--- src/rtl/dlf16_int_accumulator.sv ---
// Frame accumulator for converted float16 samples: sums signed 32-bit beats with
// saturation and holds each frame result until the downstream consumer takes it.
module dlf16_int_accumulator #(
   parameter int unsigned FRAME_LEN = 16
) (
   input  logic        clk,
   input  logic        rst,
   input  logic        in_valid,
   output logic        in_ready,
   input  logic [31:0] in_data,
   input  logic        in_last,
   output logic        out_valid,
   input  logic        out_ready,
   output logic [31:0] out_sum,
   output logic [7:0]  out_count,
   output logic        out_sat
);

   localparam logic [7:0] FRAME_LEN_U8 = 8'(FRAME_LEN);

   typedef enum logic {ACCUM = 1'b0, DONE = 1'b1} state_t;

   state_t      state_reg, state_next;
   logic [31:0] acc_reg, acc_next;
   logic [7:0]  cnt_reg, cnt_next;
   logic        sat_reg, sat_next;
   logic [31:0] out_sum_reg, out_sum_next;
   logic [7:0]  out_count_reg, out_count_next;
   logic        out_sat_reg, out_sat_next;

   logic        accept;
   logic [32:0] sum_wide;
   logic        ovf_pos, ovf_neg;
   logic [31:0] sum_clamped;
   logic [7:0]  cnt_inc;
   logic        frame_end;

   assign in_ready  = (state_reg == ACCUM);
   assign out_valid = (state_reg == DONE);
   assign out_sum   = out_sum_reg;
   assign out_count = out_count_reg;
   assign out_sat   = out_sat_reg;

   assign accept   = in_valid && in_ready;
   assign sum_wide = {acc_reg[31], acc_reg} + {in_data[31], in_data};
   // Overflow shows up as the two top bits of the 33-bit sum disagreeing.
   assign ovf_pos  = !sum_wide[32] && sum_wide[31];
   assign ovf_neg  = sum_wide[32] && !sum_wide[31];
   assign cnt_inc  = cnt_reg + 8'd1;
   assign frame_end = accept && (in_last || (cnt_inc == FRAME_LEN_U8));

   always_comb begin
      sum_clamped = sum_wide[31:0];
      if (ovf_pos) begin
         sum_clamped = 32'h7FFF_FFFF;
      end else if (ovf_neg) begin
         sum_clamped = 32'h8000_0000;
      end
   end

   always_comb begin
      state_next     = state_reg;
      acc_next       = acc_reg;
      cnt_next       = cnt_reg;
      sat_next       = sat_reg;
      out_sum_next   = out_sum_reg;
      out_count_next = out_count_reg;
      out_sat_next   = out_sat_reg;
      case (state_reg)
         ACCUM: begin
            if (accept) begin
               acc_next = sum_clamped;
               cnt_next = cnt_inc;
               sat_next = sat_reg || ovf_pos || ovf_neg;
               if (frame_end) begin
                  out_sum_next   = sum_clamped;
                  out_count_next = cnt_inc;
                  out_sat_next   = sat_reg || ovf_pos || ovf_neg;
                  state_next     = DONE;
               end
            end
         end
         DONE: begin
            // Result stays frozen until taken; the running state is wiped for the next frame.
            if (out_ready) begin
               acc_next   = '0;
               cnt_next   = '0;
               sat_next   = 1'b0;
               state_next = ACCUM;
            end
         end
         default: state_next = ACCUM;
      endcase
   end

   always_ff @(posedge clk) begin
      if (rst) begin
         state_reg     <= ACCUM;
         acc_reg       <= '0;
         cnt_reg       <= '0;
         sat_reg       <= 1'b0;
         out_sum_reg   <= '0;
         out_count_reg <= '0;
         out_sat_reg   <= 1'b0;
      end else begin
         state_reg     <= state_next;
         acc_reg       <= acc_next;
         cnt_reg       <= cnt_next;
         sat_reg       <= sat_next;
         out_sum_reg   <= out_sum_next;
         out_count_reg <= out_count_next;
         out_sat_reg   <= out_sat_next;
      end
   end

endmodule

--- config.mk ---
export PLATFORM = sky130hd
export DESIGN_NAME = dlf16_int_accumulator
export DESIGN_NICKNAME = d
export VERILOG_FILES = /design/src/rtl/dlf16_int_accumulator.sv
export SDC_FILE = /design/constraint.sdc
export NUM_CORES = 1
export LEC_CHECK = 0
export CAP_MARGIN = 20
export CELL_PAD_IN_SITES_DETAIL_PLACEMENT = 0
export CELL_PAD_IN_SITES_GLOBAL_PLACEMENT = 1
export CORE_UTILIZATION = 37
export CTS_CLUSTER_SIZE = 16
export DETAILED_ROUTE_END_ITERATION = 12
export GPL_TIMING_DRIVEN = 0
export PLACE_DENSITY = 0.8
export SLEW_MARGIN = 30
export SYNTH_ARGS = -nofsm -noshare
export SYNTH_HDL_FRONTEND = slang
export SYNTH_SLANG_ARGS = --single-unit
--- constraint.sdc ---
create_clock -name clk -period 3.4 [get_ports clk]
set_clock_uncertainty 0.1 [all_clocks]
set_input_delay 1.02 -clock clk [delete_from_list [all_inputs] [get_ports clk]]
set_output_delay 1.02 -clock clk [all_outputs]
set_load 0.02 [all_outputs]
Word-level counts from Yosys, hierarchy flattened. Index checks and enable logic that the tools add are counted.

Multiplexer cells: 15. Bitwise logic cells: 1. Eq/ne operators: 3. Add/subtract/negate cells: 2. Reduce and logical (&&, ||, !) cells: 11.

Operators by type and width (count): 32-bit two-way mux (4); 32-bit one-hot mux with 2 select lines (1); 32-bit by 32-bit adder with 33-bit output (1); 8-bit two-way mux (2); 8-bit one-hot mux with 2 select lines (1); 8-bit by 1-bit adder with 8-bit output (second input constant) (1); 8-bit by 5-bit == test with 1-bit output (second input constant) (1); 1-bit two-way mux (5); 1-bit logical AND (4); 1-bit one-hot mux with 2 select lines (2); 1-bit logical OR (3); 3-bit AND reduction (1); 1-bit zero test (2); 2-bit by 1-bit != test with 1-bit output (second input constant) (1); 2-bit != test (second input constant) (1); 2-bit AND reduction (1); 1-bit NOT (1).

Bits of input ports: 37. Register bits after elaboration: 83. Logic and storage cells: 39. Output and inout bits: 43.

Logic depth before layout (Yosys ltp).
Depth in word-level cells: 7. Gate-level depth with buffers: 13. Mapped depth without buffers: 11.

Worst setup path before layout. No wires, ideal clock.

Path kind: input port to flip-flop. Start point: input in_data[5]. End point: register acc_reg[10]. Data required time: 3.178 ns. Stages: 10. Setup time: 0.122 ns. Slack: -0.192 ns. Arrival: 3.370 ns. Path buffers: 1. Cells stage by stage: ha_1 a21oi_2 nor3b_4 a211oi_2 o311a_4 nor4b_4 mux2_4 nor3_4 buf_6 a221o_1.

Cells in the longest elaborated chain, start to end: 7. Elaborated cells on any way between the ends: 9. Those cells by class: add/sub (1); mux (4); reduce/logical (4).

Ends and longest elaborated chain: start, declared (line 10) `input logic [31:0] in_data,`; 32-bit by 32-bit adder with 33-bit output * (line 45) `assign sum_wide = {acc_reg[31], acc_reg} + {in_data[31], in_data};`; 1-bit zero test (line 48) `assign ovf_neg = sum_wide[32] && !sum_wide[31];`; 1-bit logical AND (line 48); 32-bit two-way mux (line 56) `end else if (ovf_neg) begin`; 32-bit two-way mux * (line 54) `if (ovf_pos) begin`; 32-bit two-way mux * (line 71) `if (accept) begin`; 32-bit one-hot mux with 2 select lines * (line 69) `case (state_reg)`; end signal, assigned (line 107) `acc_reg <= acc_next;`; end, declared (line 24) `logic [31:0] acc_reg, acc_next;`.

Mark *: on every way between the ends. The rest lies on a longest branch, timed or not. The select of a mux whose other input is x is not followed. A chain may end at the register's enable or synchronous reset.

Final worst setup path.
Start point: input in_data[25]. End point: register out_sum_reg[18] (netlist: out_sum[18]).

Cells in the longest elaborated chain, start to end: 5. Elaborated cells on any way between the ends: 7. Those cells by class: add/sub (1); mux (2); reduce/logical (4).

Ends and longest elaborated chain: 32-bit by 32-bit adder with 33-bit output * (line 45); 1-bit zero test (line 48); 1-bit logical AND (line 48); 32-bit two-way mux (line 56); 32-bit two-way mux * (line 54); end signal, assigned (line 110) `out_sum_reg <= out_sum_next;`; end, declared (line 27) `logic [31:0] out_sum_reg, out_sum_next;`.

Mark *: on every way between the ends. The rest lies on a longest branch, timed or not.

==> impl_metrics.json <==
{
  "status": "complete, but fails checks",
  "violations": "negative setup slack",
  "root_buffer": "clkbuf_16",
  "final_cells": 1011,
  "start_util": 0.382,
  "grt_max_degree": 15,
  "grt_pass1_wl_microns": 29300,
  "antenna_cells": 0,
  "fin_nets": 897,
  "netlist_top_cells_area": "dfxtp_1 31%, ha_1 7.7%, a211oi_1 7.2%, nor2_1 6.1%, a21oi_1 5.2%",
  "rsz0062_at_grt": "true",
  "wl_per_cell_microns": 19.2,
  "drv_slew": 0,
  "p_leak_nw": 3.22,
  "dp_cells": 912,
  "design.core.area_sq_mm": 0.0140,
  "dr.pass1.iters": 5,
  "crit_buf_inv": 5,
  "die_y_microns": 122,
  "finalCritPeriodShare": 1.00,
  "vias": 5804,
  "synthArstFlopShare": 0,
  "synthCells": 653,
  "track_usage": 0.253,
  "numCtsBuffers": 9,
  "synth-seq-area-share": 0.311,
  "worstMarginPinSlew_ps": 775,
  "path_common_cell": "buf_12",
  "cp_slowest_cell": "or4_4",
  "ioPinCount": 80,
  "cts_hold_buf": 0,
  "crit_fanout": 6,
  "syn_area_sq_mm": 0.00534,
  "cap_violations": 0,
  "vdd_drop_max_mv": 0.235,
  "cts_max_path_buffers": 2,
  "synth_cell_types": 67,
  "worstSetupEndpointType": "flip-flop",
  "synth_nets": 724,
  "portBuffers": 79,
  "power_density_mw_per_mm2": 559,
  "cts_tree": "done",
  "synth_edf_count": 0,
  "fin_hold_ws_ps": 355,
  "setup_tns_ps": -21.0,
  "viasPerCell": 5.74,
  "post-route-util": 0.593,
  "drt-total-wl_microns": 19400,
  "cpLargestDelayFamily": "simple AND/OR/NAND/NOR gates",
  "worstPathRequired_ps": 3570,
  "dieArea_sq_mm": 0.0149,
  "hold_class": "reg2reg",
  "routabilityCongestion": 0.903,
  "synth_area_per_cell_sq_um": 8.18,
  "die_width_microns": 122,
  "worstPathArrival_ps": 3580,
  "setup_violations": 2,
  "crit_chain": "clkdlybuf4s15_1 > ha_4 > nand4_1 > or4_4 > o21ai_4 > buf_6 > nor3_4 > o2bb2ai_4 > buf_12 > nor2_4 > buf_12 > clkbuf_16 > a211oi_2",
  "ant_nets": 0,
  "ys_ff_latch": 83,
  "cp-start-kind": "input port",
  "clock_sinks": 83,
  "yosys_warnings": 0,
  "overflow": 0,
  "drive_above_1_share": 0.325,
  "synth.top_cell.area_share": 0.311,
  "cts_max_level": 3,
  "slew_headroom": 0.480,
  "path_class": "in2reg",
  "synthFlopType": "dfxtp_1",
  "synth_top_area_cell": "dfxtp_1",
  "post-route-min-period_ps": 3410,
  "grt_antenna_before_repair": 0,
  "fmax_ghz": 0.293,
  "clkTransAtPathRegs_ps": 70,
  "final-hold-violation-count": 0,
  "clkLatencyLatePin_ps": 360,
  "first_global_vias": 5677,
  "hpwl_microns": 12200,
  "fin_ws_ps": -10.5,
  "rows": 43,
  "drc_errors": 0,
  "power_mw": 4.64,
  "area_growth_pct": 55.5,
  "drt_iter0_drc": 409,
  "slowest_delay_ps": 550
}
[worst reg2reg max path: cells and delay by family (launching register included)]
| kind | cells | cell delay [ps] |
|---|---|---|
| AOI/OAI and AO/OA | 5 | 1180 |
| buffers and inverters | 4 | 530 |
| adders and majority gates | 2 | 520 |
| DFF | 1 | 380 |
| and+or+nand+nor | 3 | 250 |
[layer usage]
layer / part of all wire / vias to the layer above / GRT usage
met1: 0.44 / 2810 / 0.332
met4: 0.031 / 0 / 0.107
li1: - / 2743 / -
met5: 0 / - / 0
met3: 0.049 / 44 / 0.0272
met2: 0.48 / 207 / 0.419
[layout make-up]
class                           instances  area, sq um
Buffer                                 33          273
Clock buffer                           10          239
Clock inverter                          6         41.3
Fill cell                            1238         5690
Inverter                               16         60.1
Multi-Input combinational cell        516         4260
Sequential cell                        83         1660
Tap cell                              180          225
Timing Repair Buffer                  167         1540
[cell usage after synthesis (9+ instances only)]
cell / count
inv_1: 16
xor2_1: 12
nor2_1: 87
dfxtp_1: 83
o211ai_1: 12
clkbuf_1: 17
nand2_1: 68
ha_1: 33
a211oi_1: 51
a21o_1: 11
o21ai_0: 29
a221o_1: 16
nand4_1: 9
buf_2: 11
nor3_1: 9
a21oi_1: 55
xnor2_1: 19
nand3_1: 14
[where the power goes]
| part | internal [mW] | switching (mW) | total (mW) |
|---|---|---|---|
| sequential | 1.10 | 0.110 | 1.21 |
| combinational | 1.17 | 1.31 | 2.48 |
| clock | 0.514 | 0.435 | 0.948 |
[worst paths after layout]
check	start	endpoint	slack, ps	depth (start not counted)
max	in_data[25]	out_sum[18]	-10	13
min	out_count[0]	out_count[0]	350	2
max reg2reg	acc_reg[0]	out_sum[18]	380	14
min reg2reg	out_count[0]	out_count[0]	350	2
[through the flow]
stage / area [sq um] / setup WS, ps
3_5_place_dp: 6410 / -1070
4_1_cts: 7670 / -23.1
5_1_grt: 8300 / -98.3
3_3_place_gp: 6410 / -1040
2_1_floorplan: 5390 / -120
6_report: 8300 / -10.5
[logic make-up after synthesis]
group | share of synthesized area
xor gates and xnor gates | 0.0508
muxes | 0.0112
DFF | 0.311
AOI/OAI and AO/OA | 0.293
and+or+nand+nor | 0.201
buffers and inverters | 0.0520
adders and majority gates | 0.0811
[placed cells by master (no fill, tap or decap), drive strengths merged, types with 6 or more instances in the layout]
cell type / instances
nor2: 88
nand2: 68
dlygate4sd2: 8
nand3: 15
xnor2: 19
xor2: 12
clkdlybuf4s15: 6
a21oi: 56
o21a: 6
clkdlybuf4s50: 47
nand4: 9
buf: 109
a221o: 16
nor3: 11
ha: 33
o211ai: 13
clkbuf: 33
nand2b: 6
dfxtp: 83
a21o: 11
a22oi: 6
o21ai: 34
inv: 16
a211oi: 53
[repair_timing]
| item | 4_1_cts | 5_1_grt |
|---|---|---|
| buffers inserted | 60 | 22 |
| endpoints found under the setup margin | 66 | 61 |
| gates resized for setup | 160 | 105 |
| pin swaps | 56 | 46 |
| endpoints found under the hold margin | 0 | 0 |
| cloned | 2 | 5 |
No activity file was read; power rests on OpenSTA's default activity.
